[src/rtl/dpram_pkg.sv]
// Shared types and sizing for the dual-port RAM read-side stream engine.
package dpram_pkg;

    localparam int unsigned FIFO_DEPTH = 4;
    localparam int unsigned FIFO_PTR_W = $clog2(FIFO_DEPTH);
    localparam int unsigned FIFO_CNT_W = FIFO_PTR_W + 1;
    localparam int unsigned CSUM_W     = 16;

    typedef enum logic [1:0] {
        IDLE  = 2'd0,
        FETCH = 2'd1,
        DRAIN = 2'd2
    } rd_state_t;

endpackage

[src/rtl/dpram_rd_fifo.sv]
// Small show-ahead FIFO of {last, data} that absorbs RAM read latency and stream backpressure.
module dpram_rd_fifo
    import dpram_pkg::*;
#(
    parameter int unsigned DATA_W = 8
) (
    input  logic                  clk,
    input  logic                  rst_n,
    input  logic                  push_i,
    input  logic [DATA_W-1:0]     push_data_i,
    input  logic                  push_last_i,
    input  logic                  pop_i,
    output logic [DATA_W-1:0]     head_data_o,
    output logic                  head_last_o,
    output logic                  valid_o,
    output logic [FIFO_CNT_W-1:0] count_o
);

    localparam int unsigned ENTRY_W = DATA_W + 1;

    logic [ENTRY_W-1:0]    mem_q [FIFO_DEPTH];
    logic [FIFO_PTR_W-1:0] wr_ptr_q, wr_ptr_d;
    logic [FIFO_PTR_W-1:0] rd_ptr_q, rd_ptr_d;
    logic [FIFO_CNT_W-1:0] cnt_q, cnt_d;
    logic                  do_push;
    logic                  do_pop;

    // Guard against misuse so pointers never corrupt on overflow/underflow.
    assign do_push = push_i && (cnt_q != FIFO_CNT_W'(FIFO_DEPTH));
    assign do_pop  = pop_i && (cnt_q != '0);

    always_comb begin
        wr_ptr_d = wr_ptr_q;
        rd_ptr_d = rd_ptr_q;
        cnt_d    = cnt_q;
        if (do_push) begin
            wr_ptr_d = wr_ptr_q + FIFO_PTR_W'(1);
        end
        if (do_pop) begin
            rd_ptr_d = rd_ptr_q + FIFO_PTR_W'(1);
        end
        case ({do_push, do_pop})
            2'b10:   cnt_d = cnt_q + FIFO_CNT_W'(1);
            2'b01:   cnt_d = cnt_q - FIFO_CNT_W'(1);
            default: cnt_d = cnt_q;
        endcase
    end

    always_ff @(posedge clk or negedge rst_n) begin
        if (!rst_n) begin
            wr_ptr_q <= '0;
            rd_ptr_q <= '0;
            cnt_q    <= '0;
            for (int i = 0; i < int'(FIFO_DEPTH); i++) begin
                mem_q[i] <= '0;
            end
        end else begin
            wr_ptr_q <= wr_ptr_d;
            rd_ptr_q <= rd_ptr_d;
            cnt_q    <= cnt_d;
            if (do_push) begin
                mem_q[wr_ptr_q] <= {push_last_i, push_data_i};
            end
        end
    end

    assign head_data_o = mem_q[rd_ptr_q][DATA_W-1:0];
    assign head_last_o = mem_q[rd_ptr_q][DATA_W];
    assign valid_o     = (cnt_q != '0);
    assign count_o     = cnt_q;

    no_overflow_a : assert property (@(posedge clk) disable iff (!rst_n)
        !(push_i && (cnt_q == FIFO_CNT_W'(FIFO_DEPTH)) && !pop_i));

endmodule

[src/rtl/dpram_stream_reader.sv]
// Fetches len words from the dual-port RAM read port and streams them out with valid/ready/last.
// Optional running checksum of sent words is built when DPRAM_RD_CHECKSUM_EN is defined.
module dpram_stream_reader
    import dpram_pkg::*;
#(
    parameter int unsigned ADDR_W = 8,
    parameter int unsigned DATA_W = 8
) (
    input  logic              clk,
    input  logic              rst_n,
    input  logic              start,
    input  logic [ADDR_W-1:0] base_addr,
    input  logic [ADDR_W:0]   len,
    output logic [ADDR_W-1:0] rd_addr,
    output logic              rd_en,
    input  logic [DATA_W-1:0] ram_q,
    output logic [DATA_W-1:0] m_data,
    output logic              m_valid,
    input  logic              m_ready,
    output logic              m_last,
    output logic              busy,
    output logic              done,
    output logic [CSUM_W-1:0] checksum
);

    localparam int unsigned CNT_W = ADDR_W + 1;
    localparam int unsigned OCC_W = FIFO_CNT_W + 1;

    rd_state_t             state_q, state_d;
    logic [ADDR_W-1:0]     rd_addr_q, rd_addr_d;
    logic                  rd_en_q, rd_en_d;
    logic                  rd_last_q, rd_last_d;
    logic                  pend_q;
    logic                  pend_last_q;
    logic [CNT_W-1:0]      issue_cnt_q, issue_cnt_d;
    logic [CNT_W-1:0]      beat_cnt_q, beat_cnt_d;
    logic                  busy_q, busy_d;
    logic                  done_q, done_d;

    logic [FIFO_CNT_W-1:0] fifo_cnt;
    logic [DATA_W-1:0]     fifo_data;
    logic                  fifo_last;
    logic                  fifo_valid;
    logic                  beat;
    logic [OCC_W-1:0]      occ;
    logic                  space_ok;

    assign beat = fifo_valid && m_ready;

    // Entries that will be committed once everything in flight lands, net of this cycle's pop.
    assign occ      = OCC_W'(fifo_cnt) + OCC_W'(pend_q) + OCC_W'(rd_en_q) - OCC_W'(beat);
    assign space_ok = (occ < OCC_W'(FIFO_DEPTH));

    always_comb begin
        state_d     = state_q;
        rd_addr_d   = rd_addr_q;
        rd_en_d     = 1'b0;
        rd_last_d   = 1'b0;
        issue_cnt_d = issue_cnt_q;
        beat_cnt_d  = beat ? (beat_cnt_q - CNT_W'(1)) : beat_cnt_q;
        done_d      = 1'b0;
        case (state_q)
            IDLE: begin
                if (start) begin
                    if (len != '0) begin
                        state_d     = (len == CNT_W'(1)) ? DRAIN : FETCH;
                        rd_addr_d   = base_addr;
                        rd_en_d     = 1'b1;
                        rd_last_d   = (len == CNT_W'(1));
                        issue_cnt_d = len - CNT_W'(1);
                        beat_cnt_d  = len;
                    end else begin
                        done_d = 1'b1;
                    end
                end
            end
            FETCH: begin
                if (space_ok) begin
                    rd_addr_d   = rd_addr_q + ADDR_W'(1);
                    rd_en_d     = 1'b1;
                    rd_last_d   = (issue_cnt_q == CNT_W'(1));
                    issue_cnt_d = issue_cnt_q - CNT_W'(1);
                    if (issue_cnt_q == CNT_W'(1)) begin
                        state_d = DRAIN;
                    end
                end
            end
            DRAIN: begin
                if (beat && (beat_cnt_q == CNT_W'(1))) begin
                    state_d = IDLE;
                    done_d  = 1'b1;
                end
            end
            default: state_d = IDLE;
        endcase
        busy_d = (state_d != IDLE);
    end

    always_ff @(posedge clk or negedge rst_n) begin
        if (!rst_n) begin
            state_q     <= IDLE;
            rd_addr_q   <= '0;
            rd_en_q     <= 1'b0;
            rd_last_q   <= 1'b0;
            pend_q      <= 1'b0;
            pend_last_q <= 1'b0;
            issue_cnt_q <= '0;
            beat_cnt_q  <= '0;
            busy_q      <= 1'b0;
            done_q      <= 1'b0;
        end else begin
            state_q     <= state_d;
            rd_addr_q   <= rd_addr_d;
            rd_en_q     <= rd_en_d;
            rd_last_q   <= rd_last_d;
            pend_q      <= rd_en_q;
            pend_last_q <= rd_last_q;
            issue_cnt_q <= issue_cnt_d;
            beat_cnt_q  <= beat_cnt_d;
            busy_q      <= busy_d;
            done_q      <= done_d;
        end
    end

    // RAM data lands one cycle after the fetch, tagged with the last flag of that fetch.
    dpram_rd_fifo #(
        .DATA_W(DATA_W)
    ) u_fifo (
        .clk        (clk),
        .rst_n      (rst_n),
        .push_i     (pend_q),
        .push_data_i(ram_q),
        .push_last_i(pend_last_q),
        .pop_i      (beat),
        .head_data_o(fifo_data),
        .head_last_o(fifo_last),
        .valid_o    (fifo_valid),
        .count_o    (fifo_cnt)
    );

`ifdef DPRAM_RD_CHECKSUM_EN
    logic [CSUM_W-1:0] csum_q;

    always_ff @(posedge clk or negedge rst_n) begin
        if (!rst_n) begin
            csum_q <= '0;
        end else if ((state_q == IDLE) && start) begin
            csum_q <= '0;
        end else if (beat) begin
            csum_q <= csum_q + CSUM_W'(fifo_data);
        end
    end

    assign checksum = csum_q;
`else
    assign checksum = '0;
`endif

    assign rd_addr = rd_addr_q;
    assign rd_en   = rd_en_q;
    assign m_data  = fifo_data;
    assign m_valid = fifo_valid;
    assign m_last  = fifo_last;
    assign busy    = busy_q;
    assign done    = done_q;

endmodule
[config.mk]
export PLATFORM = sky130hd
export DESIGN_NAME = dpram_stream_reader
export DESIGN_NICKNAME = d
export VERILOG_FILES = /design/src/rtl/dpram_pkg.sv /design/src/rtl/dpram_rd_fifo.sv /design/src/rtl/dpram_stream_reader.sv
export SDC_FILE = /design/constraint.sdc
export NUM_CORES = 1
export LEC_CHECK = 0
export ABC_AREA = 1
export BUFFER_PORTS_ARGS = -buffer_cell sky130_fd_sc_hd__buf_2
export CAP_MARGIN = 20
export CORE_UTILIZATION = 59
export DETAILED_ROUTE_END_ITERATION = 10
export MAX_ROUTING_LAYER = met4
export PLACE_DENSITY_LB_ADDON = 0.08
export SLEW_MARGIN = 20
export SYNTH_ARGS = -nofsm -noshare
export SYNTH_HDL_FRONTEND = slang
export SYNTH_SLANG_ARGS = --single-unit
[constraint.sdc]
create_clock -name clk -period 3.9 [get_ports clk]
set_input_delay 0.39 -clock clk [delete_from_list [all_inputs] [get_ports clk]]
set_output_delay 0.39 -clock clk [all_outputs]
set_load 0.02 [all_outputs]
== After elaboration in Yosys (flattened, before gate mapping) ==
Index checks and enable logic that the tools add are counted.

* $add $sub $neg: 11
* $mul: 0
* Div/mod/pow operators: 0
* $lt $le $gt $ge: 4
* Eq/ne operators: 11
* Shifts and indexed selects: 0
* Mux-type cells: 38
* Bitwise gates (word level): 2
* Reduce and logical (&&, ||, !) cells: 12

{| class="wikitable"
|+ Operators by type and width
! operator !! count
|-
| two-way mux 9 bit || 10
|-
| bitwise mux 36 bit || 1
|-
| == test 9 x 1 -> 1 bit, second input constant || 3
|-
| subtractor 9 x 1 -> 9 bit, second input constant || 3
|-
| two-way mux 8 bit || 3
|-
| binary-select mux 9 bit (select 2 bit) || 1
|-
| demux 9 bit (select 2 bit) || 1
|-
| one-hot mux 9 bit (2 select lines) || 1
|-
| one-hot mux 8 bit (2 select lines) || 1
|-
| two-way mux 2 bit || 6
|-
| two-way mux 1 bit || 9
|-
| nonzero test 9 bit || 1
|-
| adder 8 x 1 -> 8 bit, second input constant || 1
|-
| greater-or-equal comparator 3 bit, second input constant || 2
|-
| != test 2 bit, second input constant || 3
|-
| inverter 2 -> 3 bit || 2
|-
| one-hot mux 1 bit (2 select lines) || 3
|-
| one-hot mux 2 bit (3 select lines) || 1
|-
| one-hot mux 3 bit (2 select lines) || 1
|-
| nonzero test 2 bit || 3
|-
| logical AND 1 bit || 5
|-
| adder 2 x 1 -> 2 bit, second input constant || 2
|-
| adder 3 x 1 -> 4 bit || 1
|-
| adder 4 x 1 -> 4 bit || 1
|-
| other kinds (11) || 13
|}

* Bits in registers: 77
* Latch bits: 0
* Bits in writable memories: 0
* Bits in read-only memories: 0
* Input bits: 29
* Output and inout bits: 37
* Word-level logic and storage cells: 95
* Memories: 0

== Logic depth before layout (Yosys ltp) ==
* Depth in word-level cells: 7
* Gate-level depth with buffers: 18

== Cells and area by module ==
A second synthesis with hierarchy kept.

* Cells, all modules: 634
* Area, all modules: 4719.5 um^2

{| class="wikitable"
|+ By module, submodules not included
! module !! times used !! cells an instance !! area an instance (um^2)
|-
| dpram_stream_reader || 1 || 361 || 2511.2
|-
| dpram_rd_fifo || 1 || 273 || 2208.4
|}

== Least setup slack after synthesis ==
No wires, ideal clock.

* Path type: flip-flop to flip-flop
* Start: register u_fifo.cnt_q[0], in the netlist u_fifo.count_o[0]
* End: register rd_addr_q[4], in the netlist rd_addr[4]
* Data arrival time: 2147 ps
* Required time: 3783 ps
* Path slack: 1635 ps
* Cell stages (with the launch flop): 18
* Path buffers: 1
* Period minus slack after synthesis: 2265 ps
* Cell sequence: dfrtp_1 -> inv_1 -> nand3_2 -> nand2_4 -> inv_2 -> nand2_1 -> nand2_1 -> ha_1 -> nand2_1 -> nand2_1 -> nand2_1 -> nand2_1 -> nand2_1 -> nand2_1 -> nand3_4 -> buf_2 -> nand3_1 -> nand2_1

* Cells in the longest elaborated chain, start to end: 6
* Elaborated cells between the ends (all ways): 8
* Classes of those cells: 3 x add/sub; 1 x order compare; 1 x eq/ne; 3 x reduce/logical

{| class="wikitable"
|+ Ends and longest elaborated chain
! what !! line !! RTL
|-
| start, declared || dpram_rd_fifo.sv:24 || <nowiki>logic [FIFO_CNT_W-1:0] cnt_q, cnt_d;</nowiki>
|-
| start signal, assigned || dpram_rd_fifo.sv:60 || <nowiki>cnt_q <= cnt_d;</nowiki>
|-
| nonzero test 3 bit || dpram_rd_fifo.sv:69 || <nowiki>assign valid_o = (cnt_q != '0);</nowiki>
|-
| named net m_valid || dpram_stream_reader.sv:18 || <nowiki>output logic m_valid,</nowiki>
|-
| logical AND 1 bit || dpram_stream_reader.sv:48 || <nowiki>assign beat = fifo_valid && m_ready;</nowiki>
|-
| subtractor 4 x 1 -> 4 bit || dpram_stream_reader.sv:51 || <nowiki>assign occ = OCC_W'(fifo_cnt) + OCC_W'(pend_q) + OCC_W'(rd_en_q) - OCC_W'(beat);</nowiki>
|-
| less-than comparator 4 x 3 -> 1 bit || dpram_stream_reader.sv:52 || <nowiki>assign space_ok = (occ < OCC_W'(FIFO_DEPTH));</nowiki>
|-
| != test 2 bit (no source line) || -- ||
|-
| AND reduction 4 bit (no source line) || -- ||
|-
| end signal, assigned || dpram_stream_reader.sv:113 || <nowiki>rd_addr_q <= rd_addr_d;</nowiki>
|-
| end, declared || dpram_stream_reader.sv:30 || <nowiki>logic [ADDR_W-1:0] rd_addr_q, rd_addr_d;</nowiki>
|}

The timed path passes the listed nets, and every way through them passes these cells.
A chain may end at the register's enable or synchronous reset.

== Final worst setup path ==
* Start: register u_fifo.cnt_q[1], in the netlist u_fifo.count_o[1]
* End: register issue_cnt_q[3]

* Cells in the longest elaborated chain, start to end: 6
* Elaborated cells between the ends (all ways): 8
* Classes of those cells: 3 x add/sub; 1 x order compare; 1 x eq/ne; 3 x reduce/logical

{| class="wikitable"
|+ Ends and longest elaborated chain
! what !! line !! RTL
|-
| adder 3 x 1 -> 4 bit / nonzero test 3 bit (equally long branches) || dpram_stream_reader.sv:51, dpram_rd_fifo.sv:69 ||
|-
| adder 4 x 1 -> 4 bit / logical AND 1 bit (equally long branches) || dpram_stream_reader.sv:51, dpram_stream_reader.sv:48 ||
|-
| subtractor 4 x 1 -> 4 bit (*) || dpram_stream_reader.sv:51 ||
|-
| less-than comparator 4 x 3 -> 1 bit (*) || dpram_stream_reader.sv:52 ||
|-
| != test 2 bit (no source line) (*) || -- ||
|-
| AND reduction 4 bit (no source line) (*) || -- ||
|-
| end signal, assigned || dpram_stream_reader.sv:118 || <nowiki>issue_cnt_q <= issue_cnt_d;</nowiki>
|-
| end, declared || dpram_stream_reader.sv:35 || <nowiki>logic [CNT_W-1:0] issue_cnt_q, issue_cnt_d;</nowiki>
|}

Every way passes the cells marked *; elsewhere a longest branch is shown, timed or not.

==> impl_metrics.csv <==
group,metric,value,unit
run,maxCapViolations,0,
logic_synthesis,yosys.cell_types.count,38,
clocking,numCtsBuffers,9,
clocking,ctsRootBufferMaster,"clkbuf_8",
layout,design_area,4900,um^2
placement,post-dp-hpwl,6540,um
critical_path,r2r_end,"issue_cnt_q[3]$_DFFE_PN0P_",
placement,port-buffer-count,49,
timing,period_share,0.655,
die,core,7330,um^2
critical_path,rr_startpoint,"u_fifo.count_o[1]$_DFFE_PN0P_",
logic_synthesis,yosys-top-cells-area,"dfrtp_1 (43%), nand2_1 (12%), inv_1 (4.6%), ha_1 (4.2%), nor2_1 (4.2%)",
routing,antenna_left,0,
critical_path,end_kind,"register",
timing,finalMaxSlewViolations,0,
layout,layout.area.seq,1930,um^2
timing,fin_setup_tns,0,ns
global_route,grt_pass1_vias,3426,
global_route,antenna_found_initial,0,
logic_synthesis,syn_area_per_cell,7.94,um^2
clocking,hold_buffers,0,
layout,fin_util,0.669,
placement,post_dp_cell_area,4710,um^2
timing,slew_headroom,0.357,
pwr,internal_power,2.15,mW
layout,layout-drive-gt1-share,0.165,
timing,holdWs,0.166,ns
critical_path,cp_max_fo,18,
critical_path,required,4.21,ns
routing,wl_per_cell,13.2,um
logic_synthesis,synth_top_area_cell,"dfrtp_1",
layout,multiInputGateArea,2180,um^2
layout,nNetsFinal,657,
placement,gp_congestion,0.920,
hold_path,min_path_type,"in -> async",
logic_synthesis,seq_area_frac_synth,0.427,
pwr,seqPwrFrac,0.348,
logic_synthesis,ys_ff_latch,77,
critical_path,cp-start-kind,"register",
global_route,grt_max_degree,78,
critical_path,worst_path_most_repeated_cell,"nand2_1",
logic_synthesis,synth_commonest_cells,"nand2_1 (147), dfrtp_1 (77), inv_1 (55), nor2_1 (50)",
critical_path,worst-path-buf-inv,2,
logic_synthesis,syn_inst,568,
die,die_area,8000,um^2
timing,setup_viol,0,
clocking,clk_pin_slew,0.08,ns
timing,skew,0.0128,ns
clocking,ctsLongestPathBuffers,2,
timing,hold_violations,0,
critical_path,worstPathArrival,2.86,ns
clocking,htreeDepth,3,
critical_path,cp_cell_sequence,"inv_1 > nand3_2 > nand2_4 > inv_2 > nand2_1 > nand2_1 > ha_1 > nand2_1 > nand2_1 > nand2_1 > nand2_1 > nand2_1 > nand2_1 > nand3_4 > nand2_4 > nand2_1 > nand2_1",
layout,antenna_cells,0,
logic_synthesis,async_flop_share,1.00,
routing,post-route-drc-count,0,
critical_path,setup.worst_path.class,"reg -> reg",
clocking,insertion_delay,0.37,ns
timing,worst_pin_slew,0.965,ns
die,io_pins,66,
global_route,grt_pass1_wl,15500,um
critical_path,r2r_cells,17,
die,die_w,89.4,um
timing,period_needed,2.56,ns
logic_synthesis,synth_flop_cell,"dfrtp_1",
routing,drtIter0Drc,230,
global_route,grt_usage,0.265,
pwr,p_sw,1.98,mW
clocking,ctsResizeCount,0,
routing,dr.pass1.iters,4,
logic_synthesis,yosys_warnings,0,
die,rows,31,
outcome,status,"completed",
routing,wl,9450,um
timing,rsz0062_at_grt,"no",
logic_synthesis,yosysMostFrequentCell,"nand2_1",
critical_path,r2r_slack,1.34,ns
clocking,postCtsSetupBuffers,0,
pwr,swShare,0.480,
timing,fmax,391,MHz
pwr,power.total,4.13,mW
critical_path,cp_top_family,"simple AND/OR/NAND/NOR gates",
pwr,cellLeakagePower,2.55,nW
pwr,cellPowerDensity,841,nW/um^2
pwr,ir_drop,0.461,mV
routing,via_per_inst,5.22,
die,die_h,89.4,um
critical_path,cp_slowest_stage_delay,0.40,ns
die,start_util,0.615,
layout,area_growth,8.71,%
global_route,grt_remaining_overflow,0,
logic_synthesis,synth-edff-count,0,
routing,vias,3741,
clocking,cts_tree,"done",
layout,fillers,643,
critical_path,worst_path_max_delay_cell,"dfrtp_1",
clocking,clkSinkCount,77,
pwr,p_clk_frac,0.142,
pwr,pwr-share-comb,0.511,
logic_synthesis,syn-cell-area,4510,um^2
logic_synthesis,synth.top_cell.area_share,0.427,
-- power groups by stage --
stage / clock network [mW] / registers, mW / logic, mW
4_1_cts: 0.595 / 1.43 / 2.12
5_1_grt: 0.630 / 1.49 / 2.43
3_3_place_gp: 0 / 1.44 / 2.04
3_5_place_dp: 0 / 1.45 / 2.11
2_1_floorplan: 0 / 1.41 / 1.67
6_report: 0.584 / 1.43 / 2.11
-- kinds of logic (layout without fill, tap and decap cells) --
family | count (synthesis) | in the layout | synth area share
buffers and inverters | 91 | 125 | 0.102
other | 1 | 16 | 0.000831
AND/OR/NAND/NOR | 266 | 266 | 0.264
XOR/XNOR | 14 | 14 | 0.0272
multiplexers | 1 | 1 | 0.00222
flip-flops | 77 | 77 | 0.427
AO/OA/AOI/OAI | 102 | 102 | 0.131
adder cells (fa/ha/maj) | 16 | 16 | 0.0460
-- placed cells by master, fill, tap and decap left out, types with 2 or more instances in the layout --
cell,synthesis,final
nor3_1,4,4
ha_1,15,15
nand2_2,3,3
xor2_1,11,11
nand3b_1,4,4
o21ai_1,28,28
nand2_4,7,7
nor2_2,5,5
o31ai_1,3,3
or2_2,2,2
clkbuf_8,0,9
xnor2_1,3,3
inv_1,55,55
inv_2,3,3
nand3_1,36,36
nand3_2,2,2
o21ai_0,36,36
conb_1,1,16
nand4_1,3,3
nor2_1,50,50
buf_4,18,2
clkinv_4,0,3
a31oi_1,2,2
o21ai_2,10,10
o22ai_1,10,10
a21oi_1,10,10
dfrtp_1,77,77
buf_2,3,48
nand2_1,147,147
-- sequential cells by signal, indices dropped and copies added, names as in the netlist --
name             cells
u_fifo.mem_q        36
rd_addr              8
issue_cnt_q          9
pend_last_q          1
rd_en                1
pend_q               1
u_fifo.count_o       3
done                 1
beat_cnt_q           9
state_q              2
rd_last_q            1
u_fifo.rd_ptr_q      2
busy                 1
u_fifo.wr_ptr_q      2
-- metal layers --
metal,share of wire,vias up,GRT usage
met2,0.49,70,0.456
met4,0.015,0,0.110
met5,0,-,-
met3,0.035,13,0.0314
li1,-,1884,-
met1,0.46,1774,0.314
-- layout make-up --
type / count / share of cell area
Clock buffer: 9 / 0.0253
Tap cell: 99 / 0.0253
Inverter: 59 / 0.0452
Timing Repair Buffer: 50 / 0.0521
Clock inverter: 7 / 0.0143
Sequential cell: 77 / 0.393
Multi-Input combinational cell: 415 / 0.445
-- worst max path at each step --
stage,startpoint,end,slack (ns),cells after the start
detailed placement,u_fifo.count_o[0]$_DFFE_PN0P_,issue_cnt_q[6]$_DFFE_PN0P_,1.36,17
floorplan,u_fifo.count_o[0]$_DFFE_PN0P_,rd_addr[4]$_DFFE_PN0P_,1.64,17
global placement,u_fifo.count_o[1]$_DFFE_PN0P_,issue_cnt_q[6]$_DFFE_PN0P_,1.54,17
CTS,u_fifo.count_o[1]$_DFFE_PN0P_,issue_cnt_q[3]$_DFFE_PN0P_,1.33,17
global route,u_fifo.count_o[1]$_DFFE_PN0P_,issue_cnt_q[6]$_DFFE_PN0P_,1.05,17
finish,u_fifo.count_o[1]$_DFFE_PN0P_,issue_cnt_q[3]$_DFFE_PN0P_,1.34,17
-- per-stage QoR --
step | worst slack, ns | cells
CTS | 1.33 | 716
finish | 1.34 | 716
global route | 1.05 | 716
global placement | 1.54 | 700
floorplan | 1.64 | 583
detailed placement | 1.36 | 700
Note: power is estimated with default switching activity, not from simulation.
